==> config.mk <==
export PLATFORM = sky130hd
export DESIGN_NAME = matrix_readback_seq_flat
export DESIGN_NICKNAME = d
export VERILOG_FILES = /design/src/rtl/matrix_readback_seq_if.sv /design/src/rtl/matrix_readback_seq.sv /design/src/flat_wrapper.sv
export SDC_FILE = /design/constraint.sdc
export NUM_CORES = 1
export LEC_CHECK = 0
export BUFFER_PORTS_ARGS = -buffer_cell sky130_fd_sc_hd__buf_4
export CAP_MARGIN = 40
export CORE_MARGIN = 1.5
export CORE_UTILIZATION = 24
export DETAILED_ROUTE_END_ITERATION = 6
export PLACE_DENSITY = 0.45
export REMOVE_ABC_BUFFERS = 1
export SYNTH_ARGS = -nofsm -noshare
export SYNTH_HDL_FRONTEND = slang
export SYNTH_SLANG_ARGS = --single-unit
==> constraint.sdc <==
create_clock -name clk -period 2.1 [get_ports clk]
set_input_delay 0.315 -clock clk [delete_from_list [all_inputs] [get_ports clk]]
set_output_delay 0.315 -clock clk [all_outputs]
set_load 0.05 [all_outputs]
==> src/rtl/matrix_readback_seq_if.sv <==
// Handshake bundle for the matrix read-back sequencer.
// Ports: master = sequencer side, slave = coprocessor/host side.
interface matrix_readback_seq_if;
   logic        start;
   logic [1:0]  mat_sel;
   logic        busy;
   logic        done;
   logic [21:0] instr;
   logic        instr_valid;
   logic        instr_ready;
   logic        rd_valid;
   logic [7:0]  rd_data;
   logic [7:0]  out_data;
   logic [2:0]  out_row;
   logic [2:0]  out_col;
   logic        out_valid;
   logic        out_ready;
   logic        err;

   modport master (
      input  start, mat_sel,
      input  instr_ready, rd_valid, rd_data,
      input  out_ready,
      output busy, done, err,
      output instr, instr_valid,
      output out_data, out_row, out_col, out_valid
   );

   modport slave (
      output start, mat_sel,
      output instr_ready, rd_valid, rd_data,
      output out_ready,
      input  busy, done, err,
      input  instr, instr_valid,
      input  out_data, out_row, out_col, out_valid
   );
endinterface

==> src/rtl/matrix_readback_seq.sv <==
// Read-side initiator: issues one LOAD per matrix element (row-major),
// waits for read data and streams each element out with row/col tags.
// Ports: clk, rst (async active-high), bus (matrix_readback_seq_if.master):
//   start/mat_sel request, busy/done status, instr/instr_valid/instr_ready
//   to the coprocessor, rd_valid/rd_data back, out_* stream, err flag.
// Optional macro READBACK_TIMEOUT_EN adds a WAIT timeout (param TIMEOUT)
// that sets sticky err and aborts the run; otherwise err is tied 0.
module matrix_readback_seq #(
   parameter int          N       = 5,
   parameter logic [3:0]  LOAD_OP = 4'b0001,
   parameter logic [1:0]  MODE    = 2'b10
`ifdef READBACK_TIMEOUT_EN
   ,
   parameter int          TIMEOUT = 255
`endif
) (
   input  logic                  clk,
   input  logic                  rst,
   matrix_readback_seq_if.master bus
);

   localparam logic [2:0] LAST = 3'(N - 1);

   typedef enum logic [2:0] {
      IDLE,
      ISSUE,
      WAIT,
      OUT,
      DONE
   } state_t;

   state_t      state;
   state_t      state_nx;

   logic [2:0]  row;
   logic [2:0]  col;
   logic [1:0]  sel_q;
   logic [7:0]  data_q;
   logic [2:0]  row_q;
   logic [2:0]  col_q;

   logic        busy_c;
   logic        done_c;
   logic        ivalid_c;
   logic        ovalid_c;
   logic [21:0] instr_c;

   logic        start_acc;
   logic        issue_acc;
   logic        rd_hit;
   logic        out_acc;
   logic        last_col;
   logic        last_row;
   logic        tmo;

   assign start_acc = (state == IDLE) && bus.start;
   assign issue_acc = (state == ISSUE) && bus.instr_ready;
   assign rd_hit    = (state == WAIT) && bus.rd_valid;
   assign out_acc   = (state == OUT) && bus.out_ready;
   assign last_col  = (col == LAST);
   assign last_row  = (row == LAST);

`ifdef READBACK_TIMEOUT_EN
   logic [15:0] tcnt;
   logic        err_q;

   // tcnt holds the number of completed WAIT cycles; abort fires at the
   // end of the TIMEOUT-th WAIT cycle if no data showed up.
   assign tmo = (state == WAIT) && !bus.rd_valid
              && (tcnt == 16'(TIMEOUT - 1));

   always_ff @(posedge clk or posedge rst) begin
      if (rst) begin
         tcnt  <= '0;
         err_q <= 1'b0;
      end else begin
         if (issue_acc)
            tcnt <= '0;
         else if (state == WAIT)
            tcnt <= tcnt + 16'd1;

         if (start_acc)
            err_q <= 1'b0;
         else if (tmo)
            err_q <= 1'b1;
      end
   end

   assign bus.err = err_q;
`else
   assign tmo     = 1'b0;
   assign bus.err = 1'b0;
`endif

   always_ff @(posedge clk or posedge rst) begin
      if (rst)
         state <= IDLE;
      else
         state <= state_nx;
   end

   always_comb begin
      state_nx = state;
      busy_c   = 1'b1;
      done_c   = 1'b0;
      ivalid_c = 1'b0;
      ovalid_c = 1'b0;
      instr_c  = '0;
      unique case (state)
         IDLE: begin
            busy_c = 1'b0;
            if (bus.start)
               state_nx = ISSUE;
         end
         ISSUE: begin
            ivalid_c = 1'b1;
            instr_c  = {MODE, 8'h00, sel_q, row, col, LOAD_OP};
            if (bus.instr_ready)
               state_nx = WAIT;
         end
         WAIT: begin
            if (bus.rd_valid)
               state_nx = OUT;
            else if (tmo)
               state_nx = DONE;
         end
         OUT: begin
            ovalid_c = 1'b1;
            if (bus.out_ready) begin
               if (last_col && last_row)
                  state_nx = DONE;
               else
                  state_nx = ISSUE;
            end
         end
         DONE: begin
            done_c   = 1'b1;
            state_nx = IDLE;
         end
         default: begin
            busy_c   = 1'b0;
            state_nx = IDLE;
         end
      endcase
   end

   // Element walk, latched matrix select and captured output beat.
   always_ff @(posedge clk or posedge rst) begin
      if (rst) begin
         row    <= '0;
         col    <= '0;
         sel_q  <= '0;
         data_q <= '0;
         row_q  <= '0;
         col_q  <= '0;
      end else begin
         if (start_acc) begin
            sel_q <= bus.mat_sel;
            row   <= '0;
            col   <= '0;
         end

         if (rd_hit) begin
            data_q <= bus.rd_data;
            row_q  <= row;
            col_q  <= col;
         end

         if (out_acc) begin
            if (!last_col) begin
               col <= col + 3'd1;
            end else if (!last_row) begin
               col <= '0;
               row <= row + 3'd1;
            end
         end

         if (state == DONE) begin
            row <= '0;
            col <= '0;
         end
      end
   end

   assign bus.busy        = busy_c;
   assign bus.done        = done_c;
   assign bus.instr_valid = ivalid_c;
   assign bus.instr       = instr_c;
   assign bus.out_valid   = ovalid_c;
   assign bus.out_data    = data_q;
   assign bus.out_row     = row_q;
   assign bus.out_col     = col_q;

endmodule

==> src/flat_wrapper.sv <==
// flat-port wrapper written by rule: the top's interface ports become plain ports
module matrix_readback_seq_flat 
#(
   parameter int          N       = 5,
   parameter logic [3:0]  LOAD_OP = 4'b0001,
   parameter logic [1:0]  MODE    = 2'b10

)
  (clk, rst, bus_start, bus_mat_sel, bus_instr_ready, bus_rd_valid, bus_rd_data, bus_out_ready, bus_busy, bus_done, bus_err, bus_instr, bus_instr_valid, bus_out_data, bus_out_row, bus_out_col, bus_out_valid);
  matrix_readback_seq_if bus_i ();
  input  logic clk;
  input  logic rst;
  input wire logic [$bits(bus_i.start)-1:0] bus_start;
  input wire logic [$bits(bus_i.mat_sel)-1:0] bus_mat_sel;
  input wire logic [$bits(bus_i.instr_ready)-1:0] bus_instr_ready;
  input wire logic [$bits(bus_i.rd_valid)-1:0] bus_rd_valid;
  input wire logic [$bits(bus_i.rd_data)-1:0] bus_rd_data;
  input wire logic [$bits(bus_i.out_ready)-1:0] bus_out_ready;
  output wire logic [$bits(bus_i.busy)-1:0] bus_busy;
  output wire logic [$bits(bus_i.done)-1:0] bus_done;
  output wire logic [$bits(bus_i.err)-1:0] bus_err;
  output wire logic [$bits(bus_i.instr)-1:0] bus_instr;
  output wire logic [$bits(bus_i.instr_valid)-1:0] bus_instr_valid;
  output wire logic [$bits(bus_i.out_data)-1:0] bus_out_data;
  output wire logic [$bits(bus_i.out_row)-1:0] bus_out_row;
  output wire logic [$bits(bus_i.out_col)-1:0] bus_out_col;
  output wire logic [$bits(bus_i.out_valid)-1:0] bus_out_valid;
  assign bus_i.start = bus_start;
  assign bus_i.mat_sel = bus_mat_sel;
  assign bus_i.instr_ready = bus_instr_ready;
  assign bus_i.rd_valid = bus_rd_valid;
  assign bus_i.rd_data = bus_rd_data;
  assign bus_i.out_ready = bus_out_ready;
  assign bus_busy = bus_i.busy;
  assign bus_done = bus_i.done;
  assign bus_err = bus_i.err;
  assign bus_instr = bus_i.instr;
  assign bus_instr_valid = bus_i.instr_valid;
  assign bus_out_data = bus_i.out_data;
  assign bus_out_row = bus_i.out_row;
  assign bus_out_col = bus_i.out_col;
  assign bus_out_valid = bus_i.out_valid;
  matrix_readback_seq #(.N(N), .LOAD_OP(LOAD_OP), .MODE(MODE)) u_core (.clk(clk), .rst(rst), .bus(bus_i));
endmodule
==> results.py, run 1 <==
metrics = {
    "cts": {
        "htreeDepth": 1,
        "cts-root-buf": "clkbuf_8",
        "cts_hold_buf": 0,
        "cts_tree": "done",
        "cts_buffer_depth": 2,
        "post_cts_resized": 0,
        "numCtsBuffers": 3,
        "clk_latency_ps": 270,
        "clock_sinks": 25,
        "path_clk_slew_ps": 100,
        "cts_setup_buffers": 0,
    },
    "yosys": {
        "synth_edf_count": 0,
        "ys_types": 38,
        "synth_common_cells": "dfrtp_1, buf_4, mux2_2, and2_1, inv_1",
        "synth_top_area_cell": "dfrtp_1",
        "synth_top_family_by_area": "simple AND/OR/NAND/NOR gates",
        "synth.area.mux_share_pct": 13.3,
        "synth_fa_ha_area_share_pct": 3.53,
        "syn_avg_cell_area_um2": 11.2,
        "yosys_warnings": 0,
        "synth_most_common_cell": "dfrtp_1",
        "synthXorXnorAreaFrac_pct": 0.618,
        "ys_ff_latch": 25,
        "synthArstFlopShare_pct": 100,
        "synthTopCellsByArea": "dfrtp_1, mux2_2, buf_4, and2_1, ha_1",
        "synth_simple_gate_area_share_pct": 16.2,
        "synth_cells": 127,
        "ys_seq_area_share_pct": 44.2,
        "synth_compound_area_share_pct": 9.63,
        "syn-cell-area_um2": 1420,
        "synth_ff_type": "dfrtp_1",
        "netlist.area_leader.share_pct": 44.2,
    },
    "power_and_ir_drop": {
        "pwr-share-seq_pct": 27.8,
        "pwr-share-clk_pct": 9.3,
        "vdd.ir_drop.worst_uv": 600,
        "p_int_uw": 1500,
        "powerDensity_nw_per_um2": 1760,
        "pwr-share-comb_pct": 62.9,
        "switchingPower_uw": 1660,
        "leakagePower_uw": 0.000856,
        "swShare_pct": 52.6,
    },
    "worst_setup_path": {
        "worst_setup_path_start_kind": "flop",
        "required_ps": 1780,
        "critical_path_class": "reg2out",
        "worstSetupEndpointType": "primary output",
        "worstPathArrival_ps": 1670,
        "critPathMaxFanout": 11,
    },
    "routing": {
        "drc": 0,
        "viasPerCell": 4.46,
        "first_iter_violations": 23,
        "routed_wl_um": 3080,
        "drtPass1Iterations": 4,
        "dr_total_vias": 1070,
        "routedWlPerCell_um": 12.8,
        "postRouteAntennaNets": 0,
    },
    "global_routing": {
        "antenna_found_initial": 0,
        "grt_first_pass_wirelength_um": 4800,
        "gr-total-overflow": 0,
        "grt_use_total_pct": 9.65,
        "grt_max_degree": 26,
        "grt_pass1_vias": 1017,
    },
    "die": {
        "pin_count": 57,
        "fp-row-count": 27,
        "die_area_um2": 6370,
        "die_x_um": 79.8,
        "initial_utilization_pct": 25.3,
        "core-area_um2": 5610,
        "die_height_um": 79.8,
    },
    "layout": {
        "regArea_um2": 626,
        "multi_input_area_um2": 667,
        "fin_nets": 189,
        "final_util_pct": 32.0,
        "fillers": 591,
        "drive_gt1_share_pct": 40.5,
        "area_growth_pct": 26.8,
        "antenna_cells": 0,
        "fin_cells": 240,
    },
    "placed_design": {
        "portBuffers": 43,
        "dp_hpwl_um": 2210,
        "placedCellCount": 236,
        "place_ws_ps": 316,
        "finalWeightedCongestion": 0.844,
    },
    "sta": {
        "min_period_over_period_pct": 94.5,
        "rsz0062_at_grt": "false",
        "finalSetupTns_ps": 0,
        "setup_viol_count_final": 0,
        "fin_skew_ps": 13.5,
        "max_freq_ghz": 0.504,
        "hold_viol_final": 0,
        "min_period_ps": 1980,
        "fin_ws_ps": 116,
        "drv_slew": 0,
    },
    "hold_path": {
        "hp-class": "in2async",
    },
    "run_status": {
        "status": "completed",
    },
    "run": {
        "drv_cap": 0,
    },
}
==> routing by layer <==
| layer | GRT usage [%] | vias up | routed length [µm] |
|---|---|---|---|
| met5 | 0 | - | 0 |
| met4 | 4.66 | 0 | 40 |
| met3 | 0.914 | 2 | 172 |
| met2 | 15.1 | 52 | 1400 |
| met1 | 13.3 | 514 | 1460 |
| li1 | - | 502 | - |
==> cells in the final DEF, fill, tap and decap left out, drive strengths merged <==
cell type,synthesis,routed
nand4b,2,2
a21boi,2,2
nand3,3,3
o311ai,2,2
nand2b,1,1
o21ai,2,2
and4b,1,1
xnor2,1,1
a21oi,5,5
inv,6,6
and4,1,1
o21a,1,1
conb,1,13
ha,4,4
a221oi,1,1
clkbuf,1,4
and2,11,11
dfrtp,25,25
nand4,1,1
nor3,1,1
o2bb2ai,1,1
or4,2,2
mux2,16,16
nor2,3,3
buf,20,46
o31ai,1,1
a41oi,1,1
nor3b,2,2
or4b,1,1
o211ai,2,2
nand2,4,4
a31oi,2,2
==> stage by stage <==
| stage | hold slack, ps | total power [µW] | instance area (µm²) |
|---|---|---|---|
| 2_1_floorplan | 342 | 2290 | 1310 |
| 3_3_place_gp | 401 | 2860 | 1740 |
| 3_5_place_dp | 407 | 2880 | 1740 |
| 4_1_cts | 106 | 3190 | 1790 |
| 5_1_grt | 133 | 3360 | 1800 |
| 6_report | 99.1 | 3160 | 1800 |
==> worst max-delay path, stage by stage, from the launching register on <==
cell and delay, ps:
dfrtp_1 540, nor3b_4 460, and2_1 200, buf_4 200
==> worst paths after layout <==
path	slack, ps	to	depth (start not counted)	startpoint
min in group clk	270	u_core.sel_q[1]	2	bus_mat_sel[1]
max reg2reg	320	u_core.col[2]	3	u_core.state[2]
max in group asynchronous	1730	u_core.bus.out_data[0]	3	rst
max	120	bus_instr[4]	3	u_core.state[2]
min reg2reg	510	u_core.bus.out_data[3]	1	u_core.bus.out_data[3]
min	100	u_core.bus.out_row[1]	3	rst
==> kinds of logic after synthesis <==
family,Yosys count
AND/OR/NAND/NOR,33
buffers and inverters,27
flip-flops,25
AO/OA/AOI/OAI,20
multiplexers,16
adder cells (fa/ha/maj),4
other,1
XOR/XNOR,1
==> sequential cells by signal, indices dropped and copies added (netlist names) <==
name,count
u_core.bus.out_col,3
u_core.bus.out_data,8
u_core.bus.out_row,3
u_core.col,3
u_core.row,3
u_core.sel_q,2
u_core.state,3
==> power groups by stage <==
stage / clock, µW / sequential [µW] / combinational (µW)
floorplan: 0 / 1300 / 995
global placement: 0 / 881 / 1980
detailed placement: 0 / 887 / 1990
CTS: 315 / 877 / 2000
global route: 332 / 915 / 2120
finish: 294 / 879 / 1990
==> cell type report <==
class | count | share of cell area, %
tap | 72 | 5.02
timing repair buffer | 46 | 19.2
sequential | 25 | 34.8
clock buffer | 4 | 2.51
multi-input combinational | 87 | 37.1
inverter | 6 | 1.25
Power figures use the tool's default switching activity.
==> run 2, diff against run 1 <==
==> constraint.sdc (replaced) <==
create_clock -name clk -period 1.9 [get_ports clk]
set_input_delay 0 -clock clk [delete_from_list [all_inputs] [get_ports clk]]
set_output_delay 0 -clock clk [all_outputs]
set_load 0.05 [all_outputs]
==> run 2 against run 1 <==
  * Total power rose by 11%
  * Clock-buffer cell count did not move
  * Utilization rose by 2.2 points
  * Non-clock buffer count rose by 13
  * Final area rose by 7.0%
  * Register-to-register slack got worse by 20 ps
  * Clock skew fell by 3.9 ps
  * First-iteration DRC count rose by 17%
  * Routed wire length rose by 5.3%
  * Critical path type unchanged
  * Largest power group unchanged
==> results.py, run 2 (synthesis gave the netlist of run 1 again) <==
metrics = {
    "die": {
        "core-area_um2": 5610,
        "pin_count": 57,
        "fp-row-count": 27,
        "die_x_um": 79.8,
        "die_height_um": 79.8,
        "die_area_um2": 6370,
        "initial_utilization_pct": 25.3,
    },
    "placed_design": {
        "portBuffers": 43,
        "dp_hpwl_um": 2310,
        "finalWeightedCongestion": 0.781,
        "placedCellCount": 238,
        "post_dp_cell_area_um2": 1760,
    },
    "cts": {
        "clk_latency_ps": 270,
        "cts_buffer_depth": 2,
        "path_clk_slew_ps": 90,
        "numCtsBuffers": 3,
        "cts-root-buf": "clkbuf_8",
        "cts_setup_buffers": 0,
        "htreeDepth": 1,
        "clock_sinks": 25,
        "cts_tree": "done",
    },
    "global_routing": {
        "grt_max_degree": 26,
        "grt_use_total_pct": 10.6,
        "grt_first_pass_wirelength_um": 5260,
        "grt_pass1_vias": 1080,
        "antenna_found_initial": 0,
        "gr-total-overflow": 0,
    },
    "routing": {
        "drc": 0,
        "routedWlPerCell_um": 12.8,
        "dr_total_vias": 1130,
        "postRouteAntennaNets": 0,
        "routed_wl_um": 3240,
        "drtPass1Iterations": 4,
        "first_iter_violations": 27,
        "viasPerCell": 4.47,
    },
    "layout": {
        "final_cell_mix": "buf_4, dfrtp_1, mux2_2, conb_1",
        "layout_commonest_cell": "buf_4",
        "area_growth_pct": 35.6,
        "largest_reg_flops": 8,
        "multi_input_area_um2": 667,
        "fin_nets": 202,
        "antenna_cells": 0,
        "drive_gt1_share_pct": 38.7,
        "fillers": 589,
        "fin_cells": 253,
        "regArea_um2": 626,
        "design_area_um2": 1920,
    },
    "power_and_ir_drop": {
        "pwr-share-comb_pct": 64.3,
        "swShare_pct": 52.1,
        "vdd.ir_drop.worst_uv": 798,
        "leakagePower_uw": 0.000912,
        "pwr-share-clk_pct": 8.9,
        "p_int_uw": 1690,
        "powerDensity_nw_per_um2": 1830,
        "pwr-share-seq_pct": 26.8,
        "switchingPower_uw": 1830,
    },
    "sta": {
        "drv_slew": 0,
        "min_period_over_period_pct": 89.5,
        "setup_viol_count_final": 0,
        "hold_viol_final": 0,
        "fin_skew_ps": 9.61,
        "max_freq_ghz": 0.588,
        "rsz0062_at_grt": "false",
        "min_period_ps": 1700,
        "whs_ps": 9.59,
    },
    "worst_setup_path": {
        "crit_chain": "buf_4, nor3b_4, and2_1, buf_4",
        "cp_slowest_stage_delay_ps": 420,
        "worstPathArrival_ps": 1700,
        "worst_setup_path_start_kind": "flop",
        "required_ps": 1900,
        "critPathMaxFanout": 11,
        "cpMaxStageDelayCell": "dfrtp_1",
        "crit_buf_inv": 2,
        "critical_path_class": "reg2out",
        "crit_top_cell": "buf_4",
        "worstSetupEndpointType": "primary output",
        "crit_family": "simple AND/OR/NAND/NOR gates",
    },
    "run_status": {
        "status": "completed",
    },
    "hold_path": {
        "hp-class": "in2reg",
    },
    "run": {
        "drv_cap": 0,
    },
}
run 2: changes by cell type in the layout (fill, tap and decap cells not counted), sizes merged:
cell / change
dlygate4sd3: +11
buf: +2
run 2: stage by stage:
stage	utilization [%]	power [µW]	worst slack (ps)	TNS (ps)
after floorplan	-	2530	-1200	-11330
after global placement	31.4	3180	321	0
after detailed placement	31.4	3200	299	0
after CTS	34.2	3580	153	0
after global routing	34.2	3750	78.9	0
final	34.2	3520	199	0
run 2: power groups by stage:
stage	Combinational (µW)	Sequential, µW	Clock, µW
global route	2410	984	356
global placement	2240	942	0
floorplan	1100	1440	0
detailed placement	2250	953	0
finish	2260	942	315
CTS	2290	943	344
run 2: per-layer routing:
| metal | vias up | track usage [%] | part of all wire (%) |
|---|---|---|---|
| met5 | - | 0 | 0 |
| met4 | 0 | 5.17 | 1.8 |
| met3 | 4 | 0.914 | 5.6 |
| met2 | 49 | 17.8 | 47 |
| met1 | 546 | 13.6 | 45 |
| li1 | 531 | - | - |
run 2: worst min-delay path, stage by stage:
cell and delay, ps:
buf_4 80, a31oi_1 80, nor2_1 80
run 2: final cells by class:
type                            instances  share of cell area [%]
Sequential cell                        25                    32.6
Inverter                                6                    1.17
Clock buffer                            4                    2.35
Multi-Input combinational cell         87                    34.7
Timing Repair Buffer                   59                    24.5
Tap cell                               72                    4.69
run 2: path summary, 6_finish.rpt:
kind / depth (start not counted) / slack [ps] / end / start
worst max-delay path: 4 / 200 / bus_instr[5] / u_core.state[1]
worst min-delay path: 3 / 10 / u_core.state[1] / bus_instr_ready
worst max register to register: 3 / 300 / u_core.col[2] / u_core.state[0]
worst min register to register: 1 / 520 / u_core.bus.out_row[0] / u_core.bus.out_row[0]
max in group asynchronous: 4 / 1290 / u_core.bus.out_data[5] / rst
min in group asynchronous: 4 / 350 / u_core.row[2] / rst
run 2: repair_timing:
action | in CTS | in global routing
hold buffers | 11 | 0
gates resized for setup | 1 | 0
endpoints found under the setup margin | 1 | 0
hold endpoints to repair | 35 | 0
